## src/rtl/hs_npu_replay_pkg.sv

```systemverilog
`default_nettype none
// ---------------------------------------------------------------------------
// hs_npu_replay_pkg : state type and count-width helper for the replay sequencer
// Rev 1.0
// ---------------------------------------------------------------------------
package hs_npu_replay_pkg;

  typedef enum logic [2:0] {
    S_IDLE   = 3'd0,
    S_FLUSH  = 3'd1,
    S_LOAD   = 3'd2,
    S_PASS   = 3'd3,
    S_REREAD = 3'd4,
    S_FIN    = 3'd5,
    S_DONE   = 3'd6
  } replay_state_t;

  function automatic int cnt_width(input int depth);
    return $clog2(depth);
  endfunction

endpackage
`default_nettype wire

```

## src/rtl/hs_npu_fifo_replay_ctrl.sv

```systemverilog
`default_nettype none
// ---------------------------------------------------------------------------
// hs_npu_fifo_replay_ctrl : flush/load/replay sequencer around one hs_npu_fifo.
// Optional abort port set enabled by HS_NPU_REPLAY_ABORT_EN.   Rev 1.0
// ---------------------------------------------------------------------------
module hs_npu_fifo_replay_ctrl
  import hs_npu_replay_pkg::*;
#(
  parameter int WIDTH    = 8,
  parameter int DEPTH    = 16,
  parameter int CNT_BITS = 8
) (
  input  logic                     clk_core,
  input  logic                     rst_core,
`ifdef HS_NPU_REPLAY_ABORT_EN
  input  logic                     abort_i,
  output logic                     aborted_o,
`endif
  input  logic                     start_i,
  input  logic [$clog2(DEPTH)-1:0] load_len_i,
  input  logic [CNT_BITS-1:0]      repeat_i,
  output logic                     busy_o,
  output logic                     done_o,
  input  logic                     src_valid_i,
  output logic                     src_ready_o,
  input  logic [WIDTH-1:0]         src_data_i,
  output logic                     fifo_flush_o,
  output logic                     fifo_reread_o,
  output logic                     fifo_valid_o,
  output logic [WIDTH-1:0]         fifo_data_o,
  input  logic                     fifo_ready_i,
  input  logic                     fifo_valid_i,
  input  logic [WIDTH-1:0]         fifo_data_i,
  output logic                     fifo_ready_o,
  output logic                     dst_valid_o,
  output logic [WIDTH-1:0]         dst_data_o,
  output logic                     dst_last_o,
  input  logic                     dst_ready_i
);

  localparam int LW = cnt_width(DEPTH);

  replay_state_t       state_q, state_d;
  logic [LW-1:0]       load_len_q, load_len_d;
  logic [CNT_BITS-1:0] repeat_q, repeat_d;
  logic [LW-1:0]       word_cnt_q, word_cnt_d;
  logic [CNT_BITS-1:0] pass_cnt_q, pass_cnt_d;
  logic                last_word;
  logic                abort_hit;

`ifdef HS_NPU_REPLAY_ABORT_EN
  logic aborted_q, aborted_d;
  assign abort_hit = abort_i && (state_q != S_IDLE) && (state_q != S_FIN) && (state_q != S_DONE);
  assign aborted_o = (state_q == S_DONE) && aborted_q;
`else
  assign abort_hit = 1'b0;
`endif

  assign fifo_data_o = src_data_i;
  assign dst_data_o  = fifo_data_i;
  assign last_word   = (word_cnt_q == load_len_q - LW'(1));

  always_ff @(posedge clk_core or posedge rst_core) begin
    if (rst_core) begin
      state_q    <= S_IDLE;
      load_len_q <= '0;
      repeat_q   <= '0;
      word_cnt_q <= '0;
      pass_cnt_q <= '0;
`ifdef HS_NPU_REPLAY_ABORT_EN
      aborted_q  <= 1'b0;
`endif
    end else begin
      state_q    <= state_d;
      load_len_q <= load_len_d;
      repeat_q   <= repeat_d;
      word_cnt_q <= word_cnt_d;
      pass_cnt_q <= pass_cnt_d;
`ifdef HS_NPU_REPLAY_ABORT_EN
      aborted_q  <= aborted_d;
`endif
    end
  end

  always_comb begin
    state_d       = state_q;
    load_len_d    = load_len_q;
    repeat_d      = repeat_q;
    word_cnt_d    = word_cnt_q;
    pass_cnt_d    = pass_cnt_q;
    busy_o        = (state_q != S_IDLE);
    done_o        = 1'b0;
    fifo_flush_o  = 1'b0;
    fifo_reread_o = 1'b0;
    src_ready_o   = 1'b0;
    fifo_valid_o  = 1'b0;
    fifo_ready_o  = 1'b0;
    dst_valid_o   = 1'b0;
    dst_last_o    = 1'b0;
`ifdef HS_NPU_REPLAY_ABORT_EN
    aborted_d     = aborted_q;
`endif

    case (state_q)
      S_IDLE: begin
        if (start_i) begin
          load_len_d = load_len_i;
          repeat_d   = repeat_i;
          word_cnt_d = '0;
          pass_cnt_d = '0;
          state_d    = S_FLUSH;
`ifdef HS_NPU_REPLAY_ABORT_EN
          aborted_d  = 1'b0;
`endif
        end
      end
      S_FLUSH: begin
        fifo_flush_o = 1'b1;
        word_cnt_d   = '0;
        state_d      = ((load_len_q != '0) && (repeat_q != '0)) ? S_LOAD : S_FIN;
      end
      S_LOAD: begin
        // The FIFO read side stays stalled; the block is only written here.
        if (word_cnt_q == load_len_q) begin
          word_cnt_d = '0;
          state_d    = S_PASS;
        end else begin
          fifo_valid_o = src_valid_i;
          src_ready_o  = fifo_ready_i;
          if (src_valid_i && fifo_ready_i) word_cnt_d = word_cnt_q + LW'(1);
        end
      end
      S_PASS: begin
        dst_valid_o  = fifo_valid_i;
        fifo_ready_o = dst_ready_i;
        dst_last_o   = fifo_valid_i && last_word;
        if (fifo_valid_i && dst_ready_i) begin
          if (last_word) begin
            pass_cnt_d = pass_cnt_q + CNT_BITS'(1);
            state_d    = ((pass_cnt_q + CNT_BITS'(1)) == repeat_q) ? S_FIN : S_REREAD;
          end else begin
            word_cnt_d = word_cnt_q + LW'(1);
          end
        end
      end
      S_REREAD: begin
        fifo_reread_o = 1'b1;
        word_cnt_d    = '0;
        state_d       = S_PASS;
      end
      S_FIN: begin
        fifo_flush_o = 1'b1;
        state_d      = S_DONE;
      end
      S_DONE: begin
        done_o  = 1'b1;
        state_d = S_IDLE;
      end
      default: state_d = S_IDLE;
    endcase

    if (abort_hit) begin
      state_d      = S_FIN;
      src_ready_o  = 1'b0;
      fifo_valid_o = 1'b0;
      fifo_ready_o = 1'b0;
      dst_valid_o  = 1'b0;
      dst_last_o   = 1'b0;
`ifdef HS_NPU_REPLAY_ABORT_EN
      aborted_d    = 1'b1;
`endif
    end
  end

endmodule
`default_nettype wire
```

## config.mk

```make
export PLATFORM = sky130hd
export DESIGN_NAME = hs_npu_fifo_replay_ctrl
export DESIGN_NICKNAME = d
export VERILOG_FILES = /design/src/rtl/hs_npu_replay_pkg.sv /design/src/rtl/hs_npu_fifo_replay_ctrl.sv
export SDC_FILE = /design/constraint.sdc
export NUM_CORES = 1
export LEC_CHECK = 0
export BUFFER_PORTS_ARGS = -buffer_cell sky130_fd_sc_hd__buf_2
export CELL_PAD_IN_SITES_DETAIL_PLACEMENT = 0
export CELL_PAD_IN_SITES_GLOBAL_PLACEMENT = 1
export CORE_ASPECT_RATIO = 2
export CORE_MARGIN = 2
export CORE_UTILIZATION = 38
export DETAILED_ROUTE_END_ITERATION = 10
export PLACE_DENSITY_LB_ADDON = 0.1
export SLEW_MARGIN = 20
export SYNTH_ARGS = -nofsm -noshare
export SYNTH_HDL_FRONTEND = slang
export SYNTH_SLANG_ARGS = --single-unit
```

## constraint.sdc

```tcl
create_clock -name clk_core -period 2.45 [get_ports clk_core]
set_clock_uncertainty 0.15 [all_clocks]
set_input_delay 0.3675 -clock clk_core [delete_from_list [all_inputs] [get_ports clk_core]]
set_output_delay 0.3675 -clock clk_core [all_outputs]
set_load 0.02 [all_outputs]
```

==> results of run 1 <==
per-stage QoR:
stage / cells / instance area [sq um] / power, W / utilization (%) / hold slack [ns]
after floorplan: 197 / 1890 / 0.00179 / - / 0.270
after global placement: 266 / 2010 / 0.00217 / 41.6 / 0.298
after detailed placement: 266 / 2010 / 0.00220 / 41.6 / 0.306
after CTS: 276 / 2120 / 0.00257 / 44.0 / 0.146
after global routing: 278 / 2160 / 0.00285 / 44.9 / 0.146
final: 278 / 2160 / 0.00262 / 44.9 / 0.155
cells in the final DEF (no fill, tap or decap), types with 3 or more instances in the layout:
cell       n
buf_4     19
and2_1     7
nand4_1    4
a21o_1     5
nor4_1     3
a21oi_1    4
nor2b_1    3
nor2_1    11
buf_2     24
nor3b_1    3
mux2_2    11
nand2_1    9
nor3_1     6
xnor2_1   12
ha_1       4
clkbuf_8   3
o21ai_0    8
nand3_1    7
inv_1      7
xor2_1     6
dfrtp_1   25
layout make-up:
class	count	share of cell area, %
Multi-Input combinational cell	136	48.0
Sequential cell	27	31.3
Timing Repair Buffer	46	13.6
Tap cell	57	3.29
Clock buffer	3	1.91
Inverter	8	1.39
Clock inverter	1	0.405
path summary, 6_finish.rpt:
kind	slack, ns	depth (start not counted)	end	startpoint
setup reg to reg	0.07	8	word_cnt_q[0]$_DFFE_PP0P_	word_cnt_q[2]$_DFFE_PP0P_
hold / removal	0.15	2	repeat_q[2]$_DFFE_PP0P_	repeat_i[2]
hold reg to reg	0.40	1	pass_cnt_q[7]$_DFFE_PP0P_	pass_cnt_q[7]$_DFFE_PP0P_
max in group asynchronous	1.33	4	word_cnt_q[2]$_DFFE_PP0P_	rst_core
min in group asynchronous	0.53	4	repeat_q[7]$_DFFE_PP0P_	rst_core
setup / recovery	0.07	8	word_cnt_q[0]$_DFFE_PP0P_	word_cnt_q[2]$_DFFE_PP0P_
cell families (layout without fill, tap and decap cells):
family / Yosys count / in the layout
simple gates: 68 / 68
buf+inv: 34 / 58
compound gates: 32 / 32
flops: 27 / 27
xor+xnor: 20 / 20
mux: 12 / 12
fa+ha+maj: 4 / 4
what timing repair did:
item | in CTS | in global routing
setup endpoints to repair | 3 | 5
resized for setup | 4 | 10
setup buffers | 5 | 2
endpoints found under the hold margin | 20 | 0
pin swaps | 2 | 7
hold buffers | 1 | 0
power by group:
group	internal [W]	switching, W
Combinational	0.000775	0.000710
Clock	0.000120	0.000157
Sequential	0.000618	0.000241
flip-flops by register name, summed over array words and instances, names as in the netlist:
name and count:
pass_cnt_q 8, repeat_q 8, load_len_q 4, word_cnt_q 4, state_q 3
metal layers:
| metal | routed length [microns] | GRT usage (%) | vias to the layer above |
|---|---|---|---|
| li1 | - | - | 718 |
| met1 | 1620 | 18.3 | 726 |
| met2 | 2590 | 31.8 | 41 |
| met3 | 130 | 2.16 | 11 |
| met4 | 112 | 7.88 | 0 |
| met5 | 0 | 0 | - |
==> impl_results.md, run 1 <==
- Post-synth net total: 236
- Fin Setup TNS: 0 ns
- Main combinational cell family by area after synthesis: simple AND/OR/NAND/NOR gates
- Initial antenna violation count: 0
- Count leader, synth: dfrtp_1
- Starting density of the core: 39.1%
- Grt total ovfl: 0
- CP top delay family: buffers and inverters
- CTS tree: done
- Post-synth EDFFs: 0
- CTS buffer count: 3
- H-tree Lvls: 1
- Tcrit/Tclk final: 97.2%
- Worst skew pair latency: 0.28 ns
- Share of synthesized registers carrying an async set or reset: 100%
- Layout cells sized above 1: 33.0%
- Compound-Gate Fraction of Synth Area: 13.4%
- Reg clk slew, reported paths: 0.10 ns
- Setup violators final: 0
- Fillers: 467
- Maximum VDD drop: 0.000732 V
- Sink Count: 27
- Largest fanout on the critical path: 6
- Synth Area in Adders: 2.65%
- Outcome: completed
- Pleak: 0.979 nW
- GPL Wtd Cong: 0.825
- Sequential cell area: 678 sq um
- Data arrival, critical path: 2.41 ns
- Area delta synth->final: 14.8%
- Buf/Inv on CP: 3
- # DRC: 0
- Post-layout min period: 2.38 ns
- Area of the multi-input gates: 1040 sq um
- Post-synth top area share: 35.8%
- Post-synth top cells: dfrtp_1, buf_4, xnor2_1
- CP cell instances: xor2_2 -> nor4_2 -> buf_4 -> nor4b_4 -> buf_6 -> a211oi_4 -> buf_4 -> mux2_2
- Core ar.: 4820 sq um
- Root Buffer: clkbuf_8
- Gr usage total: 17.4%
- RSZ-0062 raised after global routing: true
- Worst relative slew slack: 73.8%
- Yosys Warn Count: 0
- Synth Area in XOR/XNOR: 9.29%
- Post-Synth Simple-Gate Area: 21.2%
- CP max stage delay: 0.46 ns
- Fin. max-slew vios: 0
- Cell Pwr Density: 1210 nW/um^2
- Hold Fails Final Rpt: 0
- Ranking of synthesized cells by area: dfrtp_1, mux2_2, buf_4, xnor2_1, xor2_1
- Width of the die: 53.8 microns
- Critical Path Source Type: flop
- Global-route wire length before repair: 7170 microns
- # nets final: 261
- Final WS setup: 0.0698 ns
- Antenna Nets Post-Route: 0
- WS Path Type: flop to flop
- Synth Flop Type: dfrtp_1
- Syn avg cell area: 9.57 sq um
- Max_cap viols: 0
- Number of synthesized register bits: 27
- Worst-Margin Slew: 0.390 ns
- Register area share after synthesis: 35.8%
- Vias in the first global route: 1503
- CP Capture Type: flop
- HPWL after DPL: 3420 microns
- Pin count of the biggest net entering global routing: 28
- Leading area contributor after synthesis: dfrtp_1
- HP Class: input pin to flop
- PortBufs: 27
- Vias per cell: 5.38
- Die Span Y: 104 microns
- Synth Cell Area: 1890 sq um
- Fmax: 0.420 GHz
- Mux cell area share after synthesis: 7.17%
- Most numerous cell on the critical path: buf_4
- Synth cell types: 43
- Wire per inst: 16.0 microns
- Syn Inst Count: 197
- Clock Path Buffers: 2
- Die area: 5580 sq um
- Dpl ws: 0.0259 ns
- Num rows: 36
- Worst EP required: 2.48 ns
- Io pins: 60
- DR vias: 1496
- First-pass DRT Iterations: 4
- Slowest-stage cell, CP: dfrtp_2
- Antenna Cells: 0
- Drt total wl: 4450 microns
- 1st-iter DRT viols: 15
Note: power is estimated with default switching activity, not from simulation.
==> run 2, diff against run 1 <==
--- a/config.mk
+++ b/config.mk
@@ -9,7 +9,7 @@
 export CELL_PAD_IN_SITES_DETAIL_PLACEMENT = 0
 export CELL_PAD_IN_SITES_GLOBAL_PLACEMENT = 1
 export CORE_ASPECT_RATIO = 2
-export CORE_MARGIN = 2
+export CORE_MARGIN = 3
 export CORE_UTILIZATION = 38
 export DETAILED_ROUTE_END_ITERATION = 10
 export PLACE_DENSITY_LB_ADDON = 0.1
==> impl_results.md, run 2 (synthesized netlist as in run 1, its figures left out) <==
- Outcome: completed
- First-pass DRT Iterations: 4 (unchanged)
- CTS tree: done
- Pin count of the biggest net entering global routing: 28 (unchanged)
- Post-Layout Inst Area: 2120 sq um (-2.0%)
- Maximum VDD drop: 0.000499 V (-32%)
- Root Buffer: clkbuf_8
- Setup slack, reg-to-reg: 0.11 ns (+0.04 ns)
- R2R depth: 9 (+1)
- 1st-iter DRT viols: 27 (+12)
- Data arrival, critical path: 2.37 ns (-0.04 ns)
- Antenna Cells: 0 (unchanged)
- Num rows: 35 (-2.8%)
- Reg clk slew, reported paths: 0.11 ns (about the same)
- RSZ-0062 raised after global routing: true
- Vias in the first global route: 1500 (-0.20%)
- Drt total wl: 4300 microns (-3.5%)
- Final Core Density: 45.3% (+0.38 points)
- Die Span Y: 106 microns (+1.9%)
- Starting density of the core: 40.2% (+1.1 points)
- Most common cell after layout, fill and taps aside: dfrtp_1
- GPL Wtd Cong: 0.842 (+2.0%)
- Worst Hold Path Cells: 2 (unchanged)
- Final Power: 0.00256 W (-2.3%)
- Fin Hold WS: 0.151 ns (-0.00310 ns)
- Layout cells sized above 1: 31.8% (-1.2 points)
- FF-to-FF Start: load_len_q[1]$_DFFE_PP0P_
- Reg2Reg Capture Point: word_cnt_q[3]$_DFFE_PP0P_
- Cell Pwr Density: 1210 nW/um^2 (-0.36%)
- Core ar.: 4690 sq um (-2.8%)
- Area delta synth->final: 12.5%
- # nets final: 257 (-1.5%)
- Wire per inst: 15.8 microns (-1.4%)
- Worst-Margin Slew: 0.434 ns (+0.0444 ns)
- Antenna Nets Post-Route: 0 (unchanged)
- Tcrit/Tclk final: 95.6% (-1.6 points)
- Hold Fails Final Rpt: 0 (unchanged)
- Grt total ovfl: 0 (unchanged)
- H-tree Lvls: 1 (unchanged)
- Critical Path Source Type: flop
- CTS buffer count: 3 (unchanged)
- Worst skew pair latency: 0.28 ns (about the same)
- Setup violators final: 0 (unchanged)
- # DRC: 0 (unchanged)
- Largest regs: pass_cnt_q: 8 flops, repeat_q: 8 flops
- Initial antenna violation count: 0 (unchanged)
- HPWL after DPL: 3390 microns (-1.1%)
- DR vias: 1480 (-1.1%)
- Largest fanout on the critical path: 4 (-2)
- Fmax: 0.427 GHz (+1.6%)
- CP Capture Type: flop
- Worst relative slew slack: 70.8% (-3.0 points)
- Fin Setup TNS: 0 ns (unchanged)
- Sink Count: 27 (unchanged)
- Vias per cell: 5.44 (+1.1%)
- Die area: 5890 sq um (+5.7%)
- Gr usage total: 14.9% (-2.5 points)
- Global-route wire length before repair: 7020 microns (-2.1%)
- Most frequent cells in the layout: dfrtp_1, buf_2, buf_4, xnor2_1
- Width of the die: 55.8 microns (+3.7%)
- Clock Path Buffers: 2 (unchanged)
- Io pins: 60 (unchanged)
- Worst hold endpoint: repeat_q[7]$_DFFE_PP0P_
- Fin. max-slew vios: 0 (unchanged)
- Worst hold start: repeat_i[7]
- WS Path Type: flop to flop
- Placed cell area: 1980 sq um (-1.2%)
- Max_cap viols: 0 (unchanged)
- Worst EP required: 2.48 ns (about the same)
- Pleak: 0.960 nW (-2.0%)
- Post-layout min period: 2.34 ns (-0.0383 ns)
- HP Class: input pin to flop
- PortBufs: 27 (unchanged)
-- run 2: changes by cell type in the layout (fill, tap and decap cells not counted), sizes merged --
cell and delta:
buf -4
-- run 2: how the worst max path moves through the flow --
stage	slack [ns]	depth (start not counted)	start	to
after floorplan	0.18	9	load_len_q[0]$_DFFE_PP0P_	word_cnt_q[3]$_DFFE_PP0P_
after global placement	0.1	8	load_len_q[0]$_DFFE_PP0P_	word_cnt_q[3]$_DFFE_PP0P_
after detailed placement	0.03	8	load_len_q[0]$_DFFE_PP0P_	word_cnt_q[3]$_DFFE_PP0P_
after CTS	0.0002	7	load_len_q[1]$_DFFE_PP0P_	dst_last_o
after global routing	-0.02	7	load_len_q[1]$_DFFE_PP0P_	dst_last_o
final	0.11	9	load_len_q[1]$_DFFE_PP0P_	word_cnt_q[3]$_DFFE_PP0P_
-- run 2: routing by layer --
metal	share of wire, %	up-vias	GRT usage (%)	wire, microns
li1	-	712	-	-
met1	36	707	15.3	1560
met2	54	39	26.2	2300
met3	4.5	22	3.43	193
met4	5.7	0	9.85	247
met5	0	-	0	0
-- run 2: per-stage QoR --
stage	std cells	setup slack [ns]
global placement	261	0.0956
finish	272	0.108
CTS	268	0.000166
floorplan	197	0.183
detailed placement	261	0.0345
global route	272	-0.0203
-- run 2: worst max-delay path, cell delays in order (launching register included) --
cell	delay, ns
dfrtp_1	0.42
buf_4	0.15
xor2_2	0.16
nor4_2	0.25
buf_4	0.17
nor4b_4	0.04
buf_4	0.17
a211oi_4	0.27
nand4_1	0.14
mux2_1	0.32
-- run 2: power breakdown --
group          internal, W  total (W)  leakage [nW]  switching [W]
clock network     0.000120   0.000275        0.0261       0.000155
registers         0.000616   0.000859         0.342       0.000243
logic             0.000735    0.00143         0.591       0.000690
total              0.00147    0.00256         0.960        0.00109
-- run 2: what timing repair did --
item | 4_1_cts | 5_1_grt
pin swaps | 2 | 3
hold buffers | 1 | 0
gates resized for setup | 5 | 6
hold endpoints to repair | 17 | 0
buffers inserted | 2 | 4
endpoints found under the setup margin | 3 | 5
-- run 2: area by class of cell --
class                           instances  area (sq um)
Fill cell                             487          2560
Clock inverter                          1          8.76
Tap cell                               55          68.8
Multi-Input combinational cell        136          1040
Sequential cell                        27           677
Inverter                                8          30.0
Clock buffer                            3          41.3
Timing Repair Buffer                   42           255
==> run 3, diff against run 2 <==
--- a/config.mk
+++ b/config.mk
@@ -5,12 +5,13 @@
 export SDC_FILE = /design/constraint.sdc
 export NUM_CORES = 1
 export LEC_CHECK = 0
+export ABC_AREA = 1
 export BUFFER_PORTS_ARGS = -buffer_cell sky130_fd_sc_hd__buf_2
 export CELL_PAD_IN_SITES_DETAIL_PLACEMENT = 0
 export CELL_PAD_IN_SITES_GLOBAL_PLACEMENT = 1
 export CORE_ASPECT_RATIO = 2
 export CORE_MARGIN = 3
-export CORE_UTILIZATION = 38
+export CORE_UTILIZATION = 36
 export DETAILED_ROUTE_END_ITERATION = 10
 export PLACE_DENSITY_LB_ADDON = 0.1
 export SLEW_MARGIN = 20
==> impl_results.md, run 3 <==
- # nets final: 335 (+30%)
- Syn Inst Count: 280 (+42%)
- Critical Path Source Type: flop
- Maximum VDD drop: 0.000521 V (+4.4%)
- Mux cell area share after synthesis: 1.15% (-6.0 points)
- Clock Path Buffers: 2 (unchanged)
- Sequential cell area: 676 sq um (-0.18%)
- Pleak: 1.11 nW (+15%)
- CP cell instances: inv_1 -> ha_1 -> xor2_1 -> nand2_1 -> a21oi_4 -> nand3_4 -> nor2_1 -> buf_4
- GPL Wtd Cong: 0.795 (-5.5%)
- Synth Cell Area: 1950 sq um (+3.6%)
- Starting density of the core: 37.7% (-2.6 points)
- Fin Setup TNS: 0 ns (unchanged)
- Global-route wire length before repair: 7700 microns (+9.7%)
- RSZ-0062 raised after global routing: false
- Gr usage total: 16.0% (+1.1 points)
- Data arrival, critical path: 1.82 ns (-0.55 ns)
- First-pass DRT Iterations: 4 (unchanged)
- Post-Synth Simple-Gate Area: 36.6% (+15 points)
- Tcrit/Tclk final: 95.4% (-0.22 points)
- Worst hold endpoint: repeat_q[1]$_DFFE_PP0P_
- Pin count of the biggest net entering global routing: 28 (unchanged)
- Area delta synth->final: 8.14%
- Share of synthesized registers carrying an async set or reset: 100% (unchanged)
- Number of synthesized register bits: 27 (unchanged)
- Largest fanout on the critical path: 4 (unchanged)
- Internal power: 0.00112 W (-24%)
- Worst relative slew slack: 63.4% (-7.4 points)
- H-tree Lvls: 1 (unchanged)
- Worst hold start: repeat_i[1]
- Vias per cell: 4.85 (-11%)
- Root Buffer: clkbuf_8
- Setup violators final: 0 (unchanged)
- Outcome: completed
- Hold Fails Final Rpt: 0 (unchanged)
- Slowest-stage cell, CP: dfrtp_1
- Post-layout min period: 2.34 ns (-0.00540 ns)
- Post-synth top cells: nand2_1, inv_1, nor2_1
- Vias in the first global route: 1726 (+15%)
- Initial antenna violation count: 0 (unchanged)
- R2R depth: 12 (+3)
- Num rows: 37 (+5.7%)
- Fmax: 0.428 GHz (+0.23%)
- Syn avg cell area: 6.98 sq um (-27%)
- Worst skew pair latency: 0.28 ns (about the same)
- Worst-Margin Slew: 0.548 ns (+0.113 ns)
- Die area: 6400 sq um (+8.6%)
- FF-to-FF Start: pass_cnt_q[0]$_DFFE_PP0P_
- Reg clk slew, reported paths: 0.11 ns (about the same)
- HP Class: input pin to flop
- 1st-iter DRT viols: 34 (+26%)
- Sink Count: 27 (unchanged)
- Setup slack, reg-to-reg: 0.47 ns (+0.36 ns)
- Most common cell after layout, fill and taps aside: nand2_1
- Fillers: 600 (+23%)
- Synth Flop Type: dfrtp_1
- Grt total ovfl: 0 (unchanged)
- Ranking of synthesized cells by area: dfrtp_1, nand2_1, nand3_1, inv_1, nor2_1
- Layout cells sized above 1: 19.0% (-13 points)
- Antenna Cells: 0 (unchanged)
- Comb pwr share: 53.5% (-2.2 points)
- Synth Area in XOR/XNOR: 3.59% (-5.7 points)
- PortBufs: 27 (unchanged)
- Post-synth EDFFs: 0 (unchanged)
- Placed instance count: 348 (+33%)
- Width of the die: 58.1 microns (+4.1%)
- WS Path Type: flop to output port
- Final non-filler cell total: 353 (+30%)
- Io pins: 60 (unchanged)
- CTS buffer count: 3 (unchanged)
- Worst EP required: 1.93 ns (-0.55 ns)
- Yosys Warn Count: 0 (unchanged)
- Drt total wl: 4730 microns (+10%)
- Most frequent cells in the layout: nand2_1, nor2_1, inv_1, nand3_1, dfrtp_1
- DR vias: 1713 (+16%)
- Synth Area in Adders: 2.56% (-0.092 points)
- Fin. max-slew vios: 0 (unchanged)
- Wire per inst: 13.4 microns (-15%)
- Max_cap viols: 0 (unchanged)
- Worst Hold Path Cells: 2 (unchanged)
- Area of the multi-input gates: 997 sq um (-4.2%)
- Post-synth net total: 319 (+35%)
- Synth cell types: 28 (-35%)
- Die Span Y: 110 microns (+4.3%)
- Main combinational cell family by area after synthesis: simple AND/OR/NAND/NOR gates
- CP max stage delay: 0.40 ns (-0.02 ns)
- Count leader, synth: nand2_1
- Net Sw Frac: 48.3% (+5.7 points)
- Compound-Gate Fraction of Synth Area: 6.79% (-6.6 points)
- Core ar.: 5180 sq um (+11%)
- CTS tree: done
- Reg power frac: 33.5% (about the same)
- Cell Pwr Density: 1020 nW/um^2 (-15%)
- CP top delay family: flip-flops
- Reg2Reg Capture Point: state_q[0]$_DFFE_PP0P_
- Antenna Nets Post-Route: 0 (unchanged)
- Buf/Inv on CP: 2 (-1)
- # DRC: 0 (unchanged)
- CP Capture Type: output port
- HPWL after DPL: 3800 microns (+12%)
- Largest regs: pass_cnt_q: 8 flops, repeat_q: 8 flops
- Register area share after synthesis: 34.6% (-1.2 points)
- Clock group share of total power: 13.0% (+2.3 points)
- Switch Pwr: 0.00104 W (-4.4%)
- Post-synth top area share: 34.6% (-1.2 points)
- Leading area contributor after synthesis: dfrtp_1
run 3: cell count changes after synthesis, moves of 6 or more:
cell	change
nand3_1	+23
nor2_1	+24
mux2_2	-9
nand2_1	+63
inv_1	+27
clkbuf_1	-6
a21oi_1	+8
xnor2_1	-11
and2_1	-7
run 3: worst max-delay path by stage:
stage | from | to | slack [ns] | cells after the start
floorplan | load_len_q[0]$_DFFE_PP0P_ | dst_last_o | 0.44 | 7
global route | load_len_q[1]$_DFFE_PP0P_ | dst_last_o | 0.0007 | 8
CTS | load_len_q[0]$_DFFE_PP0P_ | dst_last_o | 0.02 | 8
global placement | load_len_q[0]$_DFFE_PP0P_ | dst_last_o | 0.38 | 8
finish | load_len_q[1]$_DFFE_PP0P_ | dst_last_o | 0.11 | 8
detailed placement | load_len_q[0]$_DFFE_PP0P_ | dst_last_o | 0.35 | 8
run 3: repair_timing:
action / in CTS / in global routing
endpoints found under the setup margin: 0 / 1
hold buffers: 1 / 0
resized for setup: 0 / 3
hold endpoints to repair: 27 / 0
buffers inserted: 0 / 0
run 3: logic make-up after synthesis:
logic type                 after synthesis
AOI/OAI and AO/OA                       23
xor gates and xnor gates                 8
adders and majority gates                4
buffers and inverters                   59
DFF                                     27
muxes                                    2
and+or+nand+nor                        157
run 3: power by group through the flow:
stage	Sequential, W	Combinational, W	Clock (W)
global route	0.000747	0.00133	0.000306
global placement	0.000731	0.00116	0
CTS	0.000722	0.00117	0.000293
finish	0.000722	0.00115	0.000281
detailed placement	0.000732	0.00116	0
floorplan	0.000697	0.000922	0
run 3: layer usage:
layer | wire length, microns | global-route usage, % | vias up
met3 | 145 | 2.33 | 7
met1 | 1710 | 15.5 | 779
li1 | - | - | 896
met5 | 0 | 0 | -
met2 | 2770 | 32.1 | 31
met4 | 103 | 6.30 | 0
run 3: through the flow:
step | hold WS (ns) | instance area [sq um] | utilization, % | worst slack, ns | total power, W
after floorplan | 0.270 | 1950 | - | 0.443 | 0.00162
after global placement | 0.304 | 2040 | 39.4 | 0.380 | 0.00190
after detailed placement | 0.309 | 2040 | 39.4 | 0.351 | 0.00189
after CTS | 0.149 | 2100 | 40.5 | 0.0219 | 0.00218
after global routing | 0.156 | 2110 | 40.7 | 0.000670 | 0.00238
final | 0.156 | 2110 | 40.7 | 0.113 | 0.00216
run 3: layout make-up:
| cell class | count | area share, % |
|---|---|---|
| multi-input cells | 194 | 47.2 |
| flip-flops and latches | 27 | 32.0 |
| repair buffers | 31 | 8.06 |
| inverters | 39 | 6.93 |
| well taps | 58 | 3.44 |
| clock buffers | 3 | 1.95 |
| clock inverters | 1 | 0.415 |
